--- src/rtl/program_loader.sv ---
// rtl/program_loader.sv - packs a boot byte stream into 32-bit words and writes program memory.
// Optional LOADER_CHECKSUM_EN adds an 8-bit running sum output of accepted bytes.
`ifndef X_LENGTH
`define X_LENGTH 32
`endif

module program_loader #(
  parameter int ADDR_WIDTH = 5,
  parameter int DATA_WIDTH = `X_LENGTH,
  parameter int WORDS      = 32
) (
  input  logic                  clk_i,
  input  logic                  rst_ni,
  input  logic                  start_i,
  input  logic                  in_valid_i,
  output logic                  in_ready_o,
  input  logic [7:0]            in_data_i,
  input  logic                  in_last_i,
  output logic                  mem_wren_o,
  output logic [ADDR_WIDTH-1:0] mem_address_o,
  output logic [DATA_WIDTH-1:0] mem_data_o,
  output logic                  cpu_hold_o,
  output logic                  done_o,
`ifdef LOADER_CHECKSUM_EN
  output logic [7:0]            checksum_o,
`endif
  output logic [ADDR_WIDTH:0]   word_count_o
);

  typedef enum logic [1:0] {S_IDLE, S_LOAD, S_WRITE, S_DONE} state_t;

  localparam logic [ADDR_WIDTH:0] LAST_WORD = (ADDR_WIDTH+1)'(WORDS - 1);

  state_t                  state_q;
  logic                    in_ready_q;
  logic                    mem_wren_q;
  logic                    cpu_hold_q;
  logic                    done_q;
  logic                    last_q;
  logic [1:0]              byte_idx_q;
  logic [ADDR_WIDTH-1:0]   mem_address_q;
  logic [DATA_WIDTH-1:0]   data_q;
  logic [ADDR_WIDTH:0]     word_count_q;
`ifdef LOADER_CHECKSUM_EN
  logic [7:0]              checksum_q;
`endif

  always_ff @(posedge clk_i or negedge rst_ni) begin
    if (!rst_ni) begin
      state_q       <= S_IDLE;
      in_ready_q    <= 1'b0;
      mem_wren_q    <= 1'b0;
      cpu_hold_q    <= 1'b0;
      done_q        <= 1'b0;
      last_q        <= 1'b0;
      byte_idx_q    <= '0;
      mem_address_q <= '0;
      data_q        <= '0;
      word_count_q  <= '0;
`ifdef LOADER_CHECKSUM_EN
      checksum_q    <= '0;
`endif
    end else begin
      case (state_q)
        S_IDLE, S_DONE: begin
          if (start_i) begin
            state_q       <= S_LOAD;
            in_ready_q    <= 1'b1;
            cpu_hold_q    <= 1'b1;
            done_q        <= 1'b0;
            last_q        <= 1'b0;
            byte_idx_q    <= '0;
            mem_address_q <= '0;
            data_q        <= '0;
            word_count_q  <= '0;
`ifdef LOADER_CHECKSUM_EN
            checksum_q    <= '0;
`endif
          end
        end
        S_LOAD: begin
          // in_ready is always 1 here, so in_valid alone marks a transfer
          if (in_valid_i) begin
            data_q[{byte_idx_q, 3'b000} +: 8] <= in_data_i;
            byte_idx_q <= byte_idx_q + 2'd1;
`ifdef LOADER_CHECKSUM_EN
            checksum_q <= checksum_q + in_data_i;
`endif
            if (byte_idx_q == 2'd3 || in_last_i) begin
              state_q    <= S_WRITE;
              in_ready_q <= 1'b0;
              mem_wren_q <= 1'b1;
              last_q     <= in_last_i;
            end
          end
        end
        S_WRITE: begin
          mem_wren_q   <= 1'b0;
          word_count_q <= word_count_q + 1'b1;
          data_q       <= '0;
          byte_idx_q   <= '0;
          // Address is held on the final word so a full image never wraps to word 0
          if (last_q || word_count_q == LAST_WORD) begin
            state_q    <= S_DONE;
            cpu_hold_q <= 1'b0;
            done_q     <= 1'b1;
          end else begin
            state_q       <= S_LOAD;
            in_ready_q    <= 1'b1;
            mem_address_q <= mem_address_q + 1'b1;
          end
        end
        default: state_q <= S_IDLE;
      endcase
    end
  end

  assign in_ready_o    = in_ready_q;
  assign mem_wren_o    = mem_wren_q;
  assign mem_address_o = mem_address_q;
  assign mem_data_o    = data_q;
  assign cpu_hold_o    = cpu_hold_q;
  assign done_o        = done_q;
  assign word_count_o  = word_count_q;
`ifdef LOADER_CHECKSUM_EN
  assign checksum_o    = checksum_q;
`endif

endmodule

--- config.mk ---
export PLATFORM = sky130hd
export DESIGN_NAME = program_loader
export DESIGN_NICKNAME = d
export VERILOG_FILES = /design/src/rtl/program_loader.sv
export SDC_FILE = /design/constraint.sdc
export NUM_CORES = 1
export LEC_CHECK = 0
export BUFFER_PORTS_ARGS = -buffer_cell sky130_fd_sc_hd__buf_2
export CAP_MARGIN = 10
export CORE_MARGIN = 4
export CORE_UTILIZATION = 55
export DETAILED_ROUTE_END_ITERATION = 8
export PLACE_DENSITY_LB_ADDON = 0.12
export SLEW_MARGIN = 30
export SYNTH_ARGS = -nofsm -noshare
export SYNTH_HDL_FRONTEND = slang
export SYNTH_SLANG_ARGS = --single-unit
--- constraint.sdc ---
create_clock -name clk_i -period 5.15 [get_ports clk_i]
set_clock_uncertainty 0.15 [all_clocks]
set_input_delay 1.03 -clock clk_i [delete_from_list [all_inputs] [get_ports clk_i]]
set_output_delay 1.03 -clock clk_i [all_outputs]
set_load 0.02 [all_outputs]
Yosys cells after proc, flatten, opt, wreduce, memory -nomap -nowiden:

Index checks and enable logic that the tools add are counted.

* add/subtract/negate cells: 4
* equal/unequal tests: 10
* shifts and indexed selects: 2
* mux-type cells: 33
* reductions and logical operators: 15

Operator list (count)
* $pmux W32 S3: 1
* $mux W32: 2
* $bwmux W32: 1
* $shift A8 B7 Y32 const A: 1
* $shiftx A8 B7 Y32: 1
* $mux W2: 6
* $pmux W2 S3: 2
* $pmux W6 S2: 1
* $reduce_and A3 Y1: 4
* $mux W1: 11
* $mux W5: 2
* $ne A2 B2 Y1 const B: 5
* $pmux W5 S2: 1
* $pmux W1 S2: 4
* $reduce_and A4 Y1: 2
* $neg A5 Y7: 1
* $add A6 B1 Y6 const B: 1
* $eq A2 B2 Y1 const B: 3
* $eq A6 B5 Y1 const B: 1
* $mux W6: 1
* $reduce_bool A2 Y1: 3
* $add A5 B1 Y5 const B: 1
* $reduce_and A2 Y1: 2
* $pmux W1 S3: 1
* 5 further kinds: 6

* register bits: 52
* output and inout bits: 47
* word-level logic and storage cells: 74

Depth between registers and ports, before layout:

Gate-level depths: netlist of run 1.

* word-level depth: 5
* mapped depth: 9

Least setup slack after synthesis of run 1:

OpenSTA, ideal clock, no wires.

* path type: input port to flip-flop
* start point: input port in_valid_i
* end point: register data_q[24], in the netlist mem_data_o[24]
* arrival time: 1961 ps
* data required time: 4934 ps
* path slack: 2973 ps
* stages: 6
* path buffers: 2
* cells stage by stage: buf_2 -> nand2_1 -> a21o_1 -> buf_6 -> nor3_4 -> a22o_1

* longest elaborated chain between the ends: 2

RTL lines
* from (decl): RTL line 15 `input logic in_valid_i,`
* $ne A2 B2 Y1 (no line)
* $reduce_and A2 Y1 (no line)
* to (signal, indexed assignment): RTL line 84 `data_q[{byte_idx_q, 3'b000} +: 8] <= in_data_i;`
* to (decl): RTL line 42 `logic [DATA_WIDTH-1:0] data_q;`

Every way passes these cells.
A chain may end at the register's enable or synchronous reset.

Final worst setup path of run 1:

* start point: register state_q[0]
* end point: register word_count_q[3], in the netlist word_count_o[3]

* longest elaborated chain between the ends: 4

RTL lines
* from (decl): RTL line 34 `state_t state_q;`
* from (signal assigned): RTL line 50 `state_q <= S_IDLE;`
* from (signal assigned): RTL line 67 `state_q <= S_LOAD;`
* from (signal assigned): RTL line 90 `state_q <= S_WRITE;`
* $eq A2 B2 Y1 / $logic_not A2 Y1 (equally long branches): RTL line 64 `case (state_q)`
* $reduce_or A2 Y1: RTL line 64
* $ne A2 B2 Y1 (no line) / $reduce_bool A2 Y1 (equally long branches)
* $reduce_and A2 Y1 (no line)
* to (signal assigned): RTL line 99 `word_count_q <= word_count_q + 1'b1;`
* to (decl): RTL line 43 `logic [ADDR_WIDTH:0] word_count_q;`

Parallel ways exist; a longest one is shown, timed or not.

==> results_dict.tcl, run 1 <==
set metrics [dict create \
    run_status "finished, final reports clean" \
    worst-setup-path-type "flip-flop to flip-flop" \
    tightest_slew_ns 0.782 \
    seq_area_frac_synth_pct 53.1 \
    cts.sinks 52 \
    total_die_area_um2 5590 \
    worst-r2r-setup-slack_ns 2.87 \
    post-route-period-util_pct 44.2 \
    totalNegativeSetupSlack_ns 0 \
    critPathSlowestCell "sky130_fd_sc_hd__mux2i_2" \
    wire_per_inst_um 15.3 \
    edff_count_synth 0 \
    rows 24 \
    final-seq-area_um2 1300 \
    reg2reg_from "state_q[0]" \
    crit_path_end_kind "flip-flop" \
    synth_simple_gate_area_share_pct 13.7 \
    synth.largest_area_cell "sky130_fd_sc_hd__dfrtp_1" \
    totalWireLength_mm 5.16 \
    timing.critical_path.slowest_cell_delay_ns 0.73 \
    die-width_um 74.8 \
    start_util_pct 56.7 \
    maxCapViolations 0 \
    chipHeight_um 74.8 \
    period_needed_ns 2.28 \
    post_synth_xor_area_fraction_pct 0 \
    antenna_left 0 \
    n_fill_cell 352 \
    avg_inst_size_synth_um2 10.7 \
    post_cts.resized_instances 0 \
    core_area_um2 4320 \
    yosys_warnings 0 \
    route.detailed.drc 0 \
    grt_setup_unrepaired "false" \
    postSynth.topFlopCell "sky130_fd_sc_hd__dfrtp_1" \
    count_leader_synth "sky130_fd_sc_hd__dfrtp_1" \
    slew_headroom_pct 46.8 \
    grt_overflow 0 \
    post-layout-total-power_mw 1.17 \
    io-pin-count 60 \
    synth.top_cell.area_share_pct 53.1 \
    crit_required_ns 5.19 \
    nNetsFinal 308 \
    path_max_fanout 17 \
    post_synth_main_area_contributors "sky130_fd_sc_hd__dfrtp_1 (53%), sky130_fd_sc_hd__a22o_1 (9.6%), sky130_fd_sc_hd__ha_1 (5.1%)" \
    power_per_cell_area_nw_per_um2 411 \
    crit_path_cell_trace "inv_1 -> ha_1 -> mux2i_2 -> nor3_1 -> a21oi_1 -> o21ai_0" \
    r2r_end "word_count_o[3]" \
    cts-buffers-inserted 5 \
    clkSlewWorstSetupHoldPaths_ns 0.09 \
    place.detailed.hpwl_mm 3.73 \
    clk_path_buf_depth 2 \
    post-place-ws_ns 2.73 \
    postSynth.asyncResetShare_pct 100 \
    synthCells 229 \
    synth_fa_ha_area_share_pct 5.10 \
    ys_ff_latch 52 \
    hold_depth 1 \
    synth_fp_nets 252 \
    cts_post_setup_buffers_inserted 0 \
    synth_top_family_by_area "compound AO/OA/AOI/OAI gates" \
    port_buffers 59 \
    timing.hold.ws_ns 0.352 \
    worstHoldPathType "flip-flop to flip-flop" \
    syn_area_um2 2450 \
    via_per_inst 5.69 \
    finalSetupViolCount 0 \
    worst_slack_ns 2.87 \
    startpoint_type "flip-flop" \
    wire_length_of_the_first_global_routing_pass_mm 8.62 \
    irDropWorstVdd_mv 0.233 \
    hold_path_startpoint "in_ready_o" \
    drt_first_iter_violations 113 \
    area_fraction_in_compound_gates_after_synthesis_pct 20.2 \
    insertedDiodeCount 0 \
    ctsHtreeMaxLevel 2 \
    synthMuxAreaShare_pct 2.91 \
    clkLatencyLatePin_ns 0.30 \
    grt_pass1_vias 1697 \
    cts_root_buffer "sky130_fd_sc_hd__clkbuf_8" \
    multi_input_area_um2 1040 \
    final_hold_viol_count 0 \
    fmaxAchievable_mhz 439 \
    initial_antenna_violation_count 0 \
    detailed_routing_iterations_pass_1 4 \
    leakagePower_nw 1.47 \
    ctsHoldBuffers 0 \
    routabilityCongestion 0.793 \
    worst_ep_arrival_time_ns 2.31 \
    netlist-cell-type-count 34 \
    pin_count_of_the_biggest_net_entering_global_routing 53 \
    layout-drive-gt1-share_pct 26.6 \
    min_to "in_ready_o" \
    tritoncts "built" \
    finalMaxSlewViolations 0 \
    reg2reg_depth 6 \
    route.vias.total 1924 \
    global_route.usage.total_pct 20.0 \
    synth_common_cells "sky130_fd_sc_hd__dfrtp_1 (52), sky130_fd_sc_hd__a22o_1 (27), sky130_fd_sc_hd__o21ai_0 (23), sky130_fd_sc_hd__nand2_1 (22), sky130_fd_sc_hd__nand3_1 (15)" \
    area.growth.synth_to_final_pct 16.4 \
]
[placed cells by master, fill, tap and decap left out, types with 2 or more instances in the layout]
cell type	n
sky130_fd_sc_hd__buf_2	59
sky130_fd_sc_hd__dfrtp_1	52
sky130_fd_sc_hd__a22o_1	27
sky130_fd_sc_hd__o21ai_0	23
sky130_fd_sc_hd__nand2_1	22
sky130_fd_sc_hd__nand3_1	15
sky130_fd_sc_hd__inv_1	14
sky130_fd_sc_hd__nor2_1	10
sky130_fd_sc_hd__ha_1	10
sky130_fd_sc_hd__a21oi_1	7
sky130_fd_sc_hd__clkbuf_8	6
sky130_fd_sc_hd__a21o_1	5
sky130_fd_sc_hd__mux2i_1	5
sky130_fd_sc_hd__nor3_1	3
sky130_fd_sc_hd__nor2b_1	2
sky130_fd_sc_hd__nand4_1	2
sky130_fd_sc_hd__and3_1	2
sky130_fd_sc_hd__o31ai_1	2
sky130_fd_sc_hd__o211ai_1	2
[per-layer routing]
layer | wire length, um | GRT usage, % | part of all wire [%] | vias to the layer above
met5 | 0 | 0 | 0 | -
met4 | 48 | 7.91 | 0.93 | 0
met3 | 281 | 4.01 | 5.4 | 6
met2 | 2260 | 27.2 | 44 | 53
met1 | 2570 | 31.2 | 50 | 930
li1 | - | - | - | 935
[through the flow]
| step | cell area, um2 | util, % | cells |
|---|---|---|---|
| final | 2850 | 66.0 | 338 |
| after floorplan | 2450 | - | 229 |
| after detailed placement | 2760 | 63.8 | 330 |
| after global routing | 2850 | 66.0 | 338 |
| after CTS | 2850 | 66.0 | 338 |
| after global placement | 2750 | 63.6 | 330 |
[worst max-delay path by stage]
stage | from | endpoint | slack, ns | cells past startpoint
global route | state_q[0] | mem_address_o[4] | 2.65 | 6
CTS | state_q[0] | word_count_o[3] | 2.87 | 6
finish | state_q[0] | word_count_o[3] | 2.87 | 6
floorplan | in_valid_i | mem_data_o[24] | 2.97 | 6
detailed placement | start_i | word_count_o[3] | 2.73 | 5
global placement | start_i | word_count_o[3] | 2.45 | 5
[worst max-delay path, delay by kind of cell, from the launching register on]
family | cells | cell delay [ns]
buffers and inverters | 1 | 0.06
and+or+nand+nor | 1 | 0.11
muxes | 1 | 0.73
DFF | 1 | 0.40
AOI/OAI and AO/OA | 2 | 0.22
adders and majority gates | 1 | 0.50
[logic make-up (layout without fill, tap and decap cells)]
group           after synthesis  in the layout
buf+inv                      25             82
compound gates               71             71
simple gates                 64             64
flops                        52             52
mux                           7              7
fa+ha+maj                    10             10
[area by class of cell]
class,instances,share of cell area [%]
sequential,52,45.6
multi-input combinational,152,36.4
clock inverter,1,0.263
tap,52,2.28
clock buffer,7,3.03
timing repair buffer,60,10.6
inverter,14,1.84
[power by group]
group / total (mW) / switching, mW / internal [mW] / leakage [nW]
clock: 0.239 / 0.129 / 0.109 / 0.0445
combinational: 0.448 / 0.304 / 0.144 / 0.717
sequential: 0.487 / 0.0359 / 0.451 / 0.706
[registers in the layout, summed over array words and instances (netlist names)]
register and count:
mem_address_o 5, cpu_hold_o 1, mem_data_o 32, last_q 1, state_q 2, in_ready_o 1
mem_wren_o 1, done_o 1, byte_idx_q 2, word_count_o 6
(Power assumes the default switching activity.)
==> run 2, diff against run 1 <==
--- a/config.mk
+++ b/config.mk
@@ -8,7 +8,7 @@
 export BUFFER_PORTS_ARGS = -buffer_cell sky130_fd_sc_hd__buf_2
 export CAP_MARGIN = 10
 export CORE_MARGIN = 4
-export CORE_UTILIZATION = 55
+export CORE_UTILIZATION = 53
 export DETAILED_ROUTE_END_ITERATION = 8
 export PLACE_DENSITY_LB_ADDON = 0.12
 export SLEW_MARGIN = 30
==> constraint.sdc (replaced) <==
create_clock -name clk_i -period 2.31 [get_ports clk_i]
set_clock_uncertainty 0.15 [all_clocks]
set_input_delay 0.462 -clock clk_i [delete_from_list [all_inputs] [get_ports clk_i]]
set_output_delay 0.462 -clock clk_i [all_outputs]
set_load 0.02 [all_outputs]
==> run 2 against run 1 <==
Sequential power rose by 120%. Global-route usage increased by 0.33 points. Total power up 130%. Clock-buffer cell count fell by 1. Critical path type unchanged. Largest cell class unchanged. Combinational power is 140% higher. First-iteration DRC count up 20%. Non-clock buffer count up 7. Wire length is 5.1% higher. Highest routed layer unchanged.
==> results_dict.tcl, run 2 (synthesis results as in run 1) <==
set metrics [dict create \
    run_status "finished, final reports clean" \
    totalNegativeSetupSlack_ns 0 \
    cts_post_setup_buffers_inserted 0 \
    area.growth.synth_to_final_pct 18.5 \
    detailed_place.area_um2 2810 \
    leakagePower_nw 1.51 \
    chipHeight_um 76.0 \
    irDropWorstVdd_mv 0.561 \
    maxCapViolations 0 \
    route.detailed.drc 0 \
    post-place-ws_ns 0.244 \
    wire_per_inst_um 15.7 \
    total_die_area_um2 5780 \
    crit_path_cell_trace "inv_1 -> ha_1 -> nand2b_4 -> and3_1 -> and4_1 -> a22o_1" \
    worst_ep_arrival_time_ns 2.13 \
    io-pin-count 60 \
    layout-drive-gt1-share_pct 27.3 \
    worst_slack_ns 0.232 \
    grt_overflow 0 \
    min_to "mem_data_o[15]" \
    largest_register_ff_count 32 \
    clkSlewWorstSetupHoldPaths_ns 0.09 \
    cts-buffers-inserted 5 \
    worstHoldPathType "input port to flip-flop" \
    start_util_pct 55.5 \
    port_buffers 59 \
    initial_antenna_violation_count 0 \
    insertedDiodeCount 0 \
    global_route.usage.total_pct 20.4 \
    startpoint_type "flip-flop" \
    pin_count_of_the_biggest_net_entering_global_routing 31 \
    tightest_slew_ns 0.548 \
    worst-r2r-setup-slack_ns 0.23 \
    core_area_um2 4410 \
    grt_pass1_vias 1921 \
    final_hold_viol_count 0 \
    hold_depth 2 \
    crit_path_end_kind "flip-flop" \
    layout.cells.most_common "sky130_fd_sc_hd__buf_2" \
    worstPathBufferInverterCount 1 \
    mostFrequentLayoutCells "sky130_fd_sc_hd__buf_2 (59), sky130_fd_sc_hd__dfrtp_1 (52), sky130_fd_sc_hd__a22o_1 (27), sky130_fd_sc_hd__o21ai_0 (23), sky130_fd_sc_hd__nand2_1 (22)" \
    die-width_um 76.0 \
    timing.critical_path.slowest_cell_delay_ns 0.48 \
    ctsHtreeMaxLevel 2 \
    clkLatencyLatePin_ns 0.30 \
    via_per_inst 5.71 \
    drt_first_iter_violations 136 \
    r2r_end "mem_data_o[22]" \
    critPathSlowestCell "sky130_fd_sc_hd__ha_1" \
    crit_required_ns 2.36 \
    worst-setup-path-type "flip-flop to flip-flop" \
    tritoncts "built" \
    post-layout-total-power_mw 2.67 \
    final_area_um2 2910 \
    route.vias.total 1970 \
    reg2reg_from "state_q[0]" \
    clk_path_buf_depth 2 \
    routabilityCongestion 0.826 \
    cpLargestDelayFamily "simple AND/OR/NAND/NOR gates" \
    cts.sinks 52 \
    hold_path_startpoint "in_data_i[7]" \
    finalMaxSlewViolations 0 \
    reg2reg_depth 6 \
    antenna_left 0 \
    fmaxAchievable_mhz 481 \
    grt_setup_unrepaired "false" \
    slew_headroom_pct 63.5 \
    power_per_cell_area_nw_per_um2 919 \
    path_max_fanout 8 \
    finalSetupViolCount 0 \
    period_needed_ns 2.08 \
    wire_length_of_the_first_global_routing_pass_mm 9.80 \
    rows 24 \
    place.detailed.hpwl_mm 4.01 \
    n_fill_cell 372 \
    nNetsFinal 315 \
    detailed_routing_iterations_pass_1 4 \
    totalWireLength_mm 5.43 \
    cts_root_buffer "sky130_fd_sc_hd__clkbuf_8" \
    post-route-period-util_pct 90.0 \
]
==> run 2: power by group <==
| part | switching, mW | internal (mW) | total, mW | leakage (nW) |
|---|---|---|---|---|
| Sequential | 0.0779 | 1.01 | 1.08 | 0.706 |
| Clock | 0.300 | 0.216 | 0.516 | 0.0414 |
| Combinational | 0.694 | 0.375 | 1.07 | 0.757 |
| Total | 1.07 | 1.60 | 2.67 | 1.51 |
==> run 2: area by class of cell <==
class                      count  area, um2  area share (%)
multi-input combinational    152       1030            35.4
clock inverter                 2       16.3           0.560
inverter                      14       52.6            1.81
timing repair buffer          67        370            12.7
clock buffer                   6       72.6            2.50
sequential                    52       1300            44.8
tap                           52       65.1            2.24
==> run 2: how the worst max path moves through the flow <==
stage,startpoint,endpoint,depth (start not counted),slack (ns)
final,state_q[0],mem_data_o[22],6,0.23
after global routing,state_q[0],mem_data_o[2],6,0.02
after CTS,state_q[0],mem_data_o[19],6,0.24
after floorplan,state_q[0],mem_data_o[24],9,0.32
after global placement,state_q[0],mem_data_o[23],6,0.32
after detailed placement,state_q[0],mem_data_o[20],6,0.24
==> run 2: metal layers <==
layer | up-vias | GRT usage (%) | share of wire [%]
li1 | 954 | - | -
met1 | 959 | 29.2 | 47
met2 | 48 | 30.7 | 46
met3 | 9 | 5.20 | 5.7
met4 | 0 | 5.69 | 1.3
met5 | - | 0 | 0
==> run 2: stage by stage <==
step / hold WS (ns) / util (%) / instances
floorplan: 0.0164 / - / 229
global placement: 0.320 / 63.6 / 336
detailed placement: 0.320 / 63.6 / 336
CTS: 0.274 / 65.8 / 345
global route: 0.274 / 65.8 / 345
finish: 0.281 / 65.8 / 345
==> run 2: repair_timing <==
action	4_1_cts	5_1_grt
resized for setup	0	0
hold buffers	1	0
hold endpoints to repair	22	0
